File: src/rtl/mux4x2_sched_if.sv
// Handshake bundle between the lane scheduler and its surroundings:
// FIFO requests and lane back-pressure in; pops, selects, valids and status out.
interface mux4x2_sched_if #(
    parameter int unsigned CNT_W = 16
);
    logic             enable;
    logic [3:0]       req;
    logic [1:0]       lane_full;
    logic [3:0]       pop;
    logic [1:0]       sel0;
    logic [1:0]       sel1;
    logic [1:0]       lane_valid;
    logic [1:0]       state;
    logic [CNT_W-1:0] grant_cnt;

    modport master (
        output enable, req, lane_full,
        input  pop, sel0, sel1, lane_valid, state, grant_cnt
    );

    modport slave (
        input  enable, req, lane_full,
        output pop, sel0, sel1, lane_valid, state, grant_cnt
    );
endinterface

File: src/rtl/mux4x2_sched.sv
// Round-robin scheduler for the 4-to-2 lane mux: grants up to two distinct
// inputs per cycle onto lanes 0/1, with an IDLE/ACTIVE/DRAIN enable FSM.
module mux4x2_sched #(
    parameter int unsigned CNT_W = 16
) (
    input  logic           clk,
    input  logic           reset,
    mux4x2_sched_if.slave  bus
);
    localparam int unsigned N_IN  = 4;
    localparam int unsigned SEL_W = 2;

    localparam logic [1:0] ST_IDLE   = 2'd0;
    localparam logic [1:0] ST_ACTIVE = 2'd1;
    localparam logic [1:0] ST_DRAIN  = 2'd2;

    logic [1:0]       r_state;
    logic [1:0]       w_state_nxt;
    logic [SEL_W-1:0] r_ptr;
    logic [SEL_W-1:0] w_ptr_nxt;
    logic [N_IN-1:0]  r_pop;
    logic [N_IN-1:0]  w_pop_nxt;
    logic [SEL_W-1:0] r_sel0;
    logic [SEL_W-1:0] w_sel0_nxt;
    logic [SEL_W-1:0] r_sel1;
    logic [SEL_W-1:0] w_sel1_nxt;
    logic [1:0]       r_lane_valid;
    logic [1:0]       w_lane_valid_nxt;
    logic [CNT_W-1:0] r_grant_cnt;
    logic [N_IN-1:0]  w_eligible;
    logic             w_grant_en;
    logic             w_found1;
    logic             w_found2;
    logic [SEL_W-1:0] w_g1;
    logic [SEL_W-1:0] w_g2;
    logic [SEL_W-1:0] w_idx;

    // An input popped last cycle still looks non-empty for one cycle; mask it.
    assign w_eligible = bus.req & ~r_pop;
    assign w_grant_en = (r_state == ST_ACTIVE) || (r_state == ST_DRAIN);

    always_ff @(posedge clk) begin
        if (reset) begin
            r_state <= ST_IDLE;
        end else begin
            r_state <= w_state_nxt;
        end
    end

    always_comb begin
        w_state_nxt = r_state;
        case (r_state)
            ST_IDLE:   if (bus.enable) w_state_nxt = ST_ACTIVE;
            ST_ACTIVE: if (!bus.enable) w_state_nxt = ST_DRAIN;
            ST_DRAIN: begin
                if (bus.enable) begin
                    w_state_nxt = ST_ACTIVE;
                end else if (w_eligible == '0) begin
                    w_state_nxt = ST_IDLE;
                end
            end
            default:   w_state_nxt = ST_IDLE;
        endcase
    end

    // First and second eligible inputs in search order from the pointer,
    // then hand them to the free lanes, lowest-numbered lane first.
    always_comb begin
        w_found1         = 1'b0;
        w_found2         = 1'b0;
        w_g1             = '0;
        w_g2             = '0;
        w_idx            = '0;
        w_pop_nxt        = '0;
        w_sel0_nxt       = '0;
        w_sel1_nxt       = '0;
        w_lane_valid_nxt = '0;
        w_ptr_nxt        = r_ptr;

        for (int k = 0; k < int'(N_IN); k++) begin
            w_idx = r_ptr + SEL_W'(k);
            if (w_eligible[w_idx]) begin
                if (!w_found1) begin
                    w_found1 = 1'b1;
                    w_g1     = w_idx;
                end else if (!w_found2) begin
                    w_found2 = 1'b1;
                    w_g2     = w_idx;
                end
            end
        end

        if (w_grant_en && w_found1) begin
            if (!bus.lane_full[0]) begin
                w_lane_valid_nxt[0] = 1'b1;
                w_sel0_nxt          = w_g1;
                w_pop_nxt[w_g1]     = 1'b1;
                w_ptr_nxt           = w_g1 + SEL_W'(1);
                if (!bus.lane_full[1] && w_found2) begin
                    w_lane_valid_nxt[1] = 1'b1;
                    w_sel1_nxt          = w_g2;
                    w_pop_nxt[w_g2]     = 1'b1;
                    w_ptr_nxt           = w_g2 + SEL_W'(1);
                end
            end else if (!bus.lane_full[1]) begin
                w_lane_valid_nxt[1] = 1'b1;
                w_sel1_nxt          = w_g1;
                w_pop_nxt[w_g1]     = 1'b1;
                w_ptr_nxt           = w_g1 + SEL_W'(1);
            end
        end
    end

    always_ff @(posedge clk) begin
        if (reset) begin
            r_ptr        <= '0;
            r_pop        <= '0;
            r_sel0       <= '0;
            r_sel1       <= '0;
            r_lane_valid <= '0;
            r_grant_cnt  <= '0;
        end else begin
            r_ptr        <= w_ptr_nxt;
            r_pop        <= w_pop_nxt;
            r_sel0       <= w_sel0_nxt;
            r_sel1       <= w_sel1_nxt;
            r_lane_valid <= w_lane_valid_nxt;
            r_grant_cnt  <= r_grant_cnt + CNT_W'($countones(r_pop));
        end
    end

    assign bus.pop        = r_pop;
    assign bus.sel0       = r_sel0;
    assign bus.sel1       = r_sel1;
    assign bus.lane_valid = r_lane_valid;
    assign bus.state      = r_state;
    assign bus.grant_cnt  = r_grant_cnt;
endmodule

File: src/flat_wrapper.sv
// flat-port wrapper written by rule: the top's interface ports become plain ports
module mux4x2_sched_flat 
#(
    parameter int unsigned CNT_W = 16
)
  (clk, reset, bus_enable, bus_req, bus_lane_full, bus_pop, bus_sel0, bus_sel1, bus_lane_valid, bus_state, bus_grant_cnt);
  mux4x2_sched_if #(.CNT_W(CNT_W)) bus_i ();
  input  logic clk;
  input  logic reset;
  input wire logic [$bits(bus_i.enable)-1:0] bus_enable;
  input wire logic [$bits(bus_i.req)-1:0] bus_req;
  input wire logic [$bits(bus_i.lane_full)-1:0] bus_lane_full;
  output wire logic [$bits(bus_i.pop)-1:0] bus_pop;
  output wire logic [$bits(bus_i.sel0)-1:0] bus_sel0;
  output wire logic [$bits(bus_i.sel1)-1:0] bus_sel1;
  output wire logic [$bits(bus_i.lane_valid)-1:0] bus_lane_valid;
  output wire logic [$bits(bus_i.state)-1:0] bus_state;
  output wire logic [$bits(bus_i.grant_cnt)-1:0] bus_grant_cnt;
  assign bus_i.enable = bus_enable;
  assign bus_i.req = bus_req;
  assign bus_i.lane_full = bus_lane_full;
  assign bus_pop = bus_i.pop;
  assign bus_sel0 = bus_i.sel0;
  assign bus_sel1 = bus_i.sel1;
  assign bus_lane_valid = bus_i.lane_valid;
  assign bus_state = bus_i.state;
  assign bus_grant_cnt = bus_i.grant_cnt;
  mux4x2_sched #(.CNT_W(CNT_W)) u_core (.clk(clk), .reset(reset), .bus(bus_i));
endmodule
File: config.mk
export PLATFORM = sky130hd
export DESIGN_NAME = mux4x2_sched_flat
export DESIGN_NICKNAME = d
export VERILOG_FILES = /design/src/rtl/mux4x2_sched_if.sv /design/src/rtl/mux4x2_sched.sv /design/src/flat_wrapper.sv
export SDC_FILE = /design/constraint.sdc
export NUM_CORES = 1
export LEC_CHECK = 0
export ABC_AREA = 0
export CAP_MARGIN = 40
export CORE_MARGIN = 2
export CORE_UTILIZATION = 53
export DETAILED_ROUTE_END_ITERATION = 16
export GPL_ROUTABILITY_DRIVEN = 0
export GPL_TIMING_DRIVEN = 0
export PLACE_DENSITY_LB_ADDON = 0.2
export SYNTH_ARGS = -nofsm -noshare
export SYNTH_HDL_FRONTEND = slang
export SYNTH_SLANG_ARGS = --single-unit
File: constraint.sdc
create_clock -name clk -period 3.4 [get_ports clk]
set_clock_uncertainty 0.05 [all_clocks]
set_input_delay 0.68 -clock clk [delete_from_list [all_inputs] [get_ports clk]]
set_output_delay 0.68 -clock clk [all_outputs]
set_load 0.01 [all_outputs]
==> metrics, run 1 <==
Worst Tran Pin Value 0.507 ns; cell depth of the worst flop-to-flop path 9; clk slew on worst S/H paths 0.07 ns; largest net degree at the start of global routing 11; CP endpoint kind flip-flop; grt total ovfl 0; antenna-violating nets left 0; first-pass GRT wire length 8240 µm; Final Hold Fails 0; Area Overhead vs Synth 25.5%; Worst Path Arrival 3.43 ns; Setup TNS Final 0 ns; Vias 1,967; library cells used by synthesis 59; M2 GR Usage 0.404; synthesized area per cell 8.38 µm²; Initial DRC Count 199; DR pass1 iterations 4; core area 3720 µm²; layout cells sized above 1 0.106; worst hold path type flip-flop to flip-flop; reg2reg setup slack 0.43 ns; fillers 317; die width 66.8 µm; final total power 1.00 mW; Final Slew Violations 0; die area 4460 µm²; leakage 1.05 nW; CTS root buffer clkbuf_8; Final nets 319; status finished, final reports clean; total of warnings raised by yosys 0; Post-synth EDFFs 0; Reg-to-Reg Start u_core.r_ptr[1]; Startpoint Class input port; # resized after CTS 0; number of setup buffers added after CTS 0; most frequent cells in the layout clkdlybuf4s50_1 (36), dfxtp_1 (30), nor2_1 (28); number of rows in the core area 22; post-DP HPWL 3620 µm; initial antenna violation count 0; cts hold-fix bufs 0; Antenna Cells 0; placed insts 333; final std cells w/o fill 341; GRT Max-Usage Layer met2; CTS Sinks 30; # port buffers 36; post-synth top area share 0.288; clock latency on the worst-skew pair 0.28 ns; Min Clock Period, post-route 3.29 ns; clock tree from TritonCTS built; max cap viols 0; fmax 0.304 GHz; Post-Syn Area 2090 µm²; RR Endpoint u_core.r_ptr[1]; total CTS buffers 5; ys flop type dfxtp_1; Synth area leader dfxtp_1; Tot GR Track Use 0.239; sequential cell area fraction in the yosys report 0.288; GR Util met3 0.0490; dpl ws -0.261 ns; crit path max fanout 10; fraction of registers with async set/reset 0; die height 66.8 µm; DR WL/cell 14.6 µm; Initial Util 0.562; setup ws final 0.109 ns; H-tree Lvls 2; Post-Syn Nets 276; CTS Buffer Depth 2; Power Density 383 nW/µm²; launch point of the worst path bus_req[1]; post-synthesis register bit count 30; Final setup viols 0; data required time of the critical path 3.54 ns; GRT met1 Usage 0.313; Top Ports 37; relative slew slack 0.662; hold endpoint u_core.bus.grant_cnt[15]; Vias/cell 5.77; vias in the first global route 1,790; Synth Instances 249; most common cell after layout, fill and taps aside clkdlybuf4s50_1; RSZ-0062 raised after global routing false; DRC errors left 0; WS Path Type input port to flip-flop; hold-critical path depth 2; fin crit share 0.968; Synth area leaders dfxtp_1 (29%), ha_1 (9.0%), nor2_1 (5.0%); min-delay src u_core.bus.grant_cnt[15]; DRT Wirelength 4990 µm; peak supply drop 0.000367 V
-- how the worst max path moves through the flow --
| stage | cells after the start | slack (ns) | endpoint |
|---|---|---|---|
| after floorplan | 10 | 0.51 | u_core.r_ptr[1] |
| after global placement | 10 | -0.24 | u_core.r_ptr[1] |
| after detailed placement | 10 | -0.26 | u_core.r_ptr[1] |
| after CTS | 10 | 0.01 | u_core.r_ptr[1] |
| after global routing | 11 | 0.009 | u_core.r_ptr[1] |
| final | 11 | 0.11 | u_core.r_ptr[1] |
-- sequential cells by signal, summed over array words and instances (netlist names) --
name	flops
u_core.bus.grant_cnt	16
u_core.bus.lane_valid	2
u_core.bus.pop	4
u_core.bus.sel0	2
u_core.bus.sel1	2
u_core.bus.state	2
u_core.r_ptr	2
-- synth_stat cells, drive strengths merged, types with 2 or more instances --
cell type and n:
nand3 9, and3 3, dfxtp 30, nand4 2, a221oi 2, xor2 6
and2 2, nand2 14, a211oi 6, nand2b 4, clkbuf 3, or4 2
o31ai 7, inv 17, nor3 6, buf 11, o21ai 8, and2b 2
nor2 28, a21o 2, nor3b 2, ha 15, or3 4, and4 2
nor4b 2, a21oi 16, maj3 2, o211a 2, xnor2 4, a31oi 3
nand3b 3, fa 3, nor2b 7
-- layer usage --
metal  vias to the layer above  wire (µm)
met3                         8        340
met5                         -          0
met4                         0         59
li1                        964          -
met1                       926       2190
met2                        69       2400
-- cells by family (layout without fill, tap and decap cells) --
kind of cell	after synthesis	in the layout	share of synthesized area
fa+ha+maj	20	20	0.129
buf+inv	31	75	0.0701
simple gates	97	97	0.256
mux	2	2	0.0156
xor+xnor	10	10	0.0420
compound gates	59	59	0.200
flops	30	30	0.288
-- power breakdown --
group | leakage (nW) | internal [mW] | switching, mW | total [mW]
registers | 0.243 | 0.367 | 0.0182 | 0.385
clock network | 0.0472 | 0.162 | 0.133 | 0.295
logic | 0.760 | 0.139 | 0.184 | 0.323
-- critical path: stages --
cell and delay [ns]:
clkdlybuf4s50_1 0.46, and2b_4 0.21, buf_6 0.14, a211oi_1 0.23
a21oi_1 0.09, ha_1 0.28, a22oi_2 0.16, o31ai_1 0.09
a211o_1 0.37, or4b_4 0.52, a311oi_2 0.20
-- layout make-up --
cell class	instances	area [µm²]	area share
well taps	48	60.1	0.0229
flip-flops and latches	30	601	0.229
inverters	17	63.8	0.0244
clock buffers	6	82.6	0.0315
plain buffers	14	82.6	0.0315
multi-input cells	188	1360	0.518
clock inverters	2	12.5	0.00478
repair buffers	36	360	0.138
-- stage by stage --
| step | instance area (µm²) | utilization | hold slack [ns] |
|---|---|---|---|
| 4_1_cts | 2600 | 0.700 | 0.444 |
| 2_1_floorplan | 2090 | - | 0.452 |
| 3_3_place_gp | 2510 | 0.675 | 0.427 |
| 6_report | 2620 | 0.705 | 0.438 |
| 5_1_grt | 2620 | 0.705 | 0.483 |
| 3_5_place_dp | 2510 | 0.675 | 0.435 |
Power figures use the tool's default switching activity.
==> run 2: changes to the inputs <==
- SLEW_MARGIN: default -> 10
==> results of run 2 <==
Final layout, timing and power as in run 1 (identical DEF).
==> run 3: changes to the inputs <==
--- a/config.mk
+++ b/config.mk
@@ -8,3 +8,3 @@
 export ABC_AREA = 0
-export CAP_MARGIN = 40
+export CAP_MARGIN = 30
 export CORE_MARGIN = 2
--- a/constraint.sdc
+++ b/constraint.sdc
@@ -4,2 +4,2 @@
 set_output_delay 0.68 -clock clk [all_outputs]
-set_load 0.01 [all_outputs]
+set_load 0.1 [all_outputs]
==> results of run 3 <==
The final DEF is identical to that of run 1. Status: finished, final reports clean.
Among the figures that moved: total power 1.00 mW -> 1.08 mW; worst IR drop on VDD 0.000367 V -> 0.000371 V
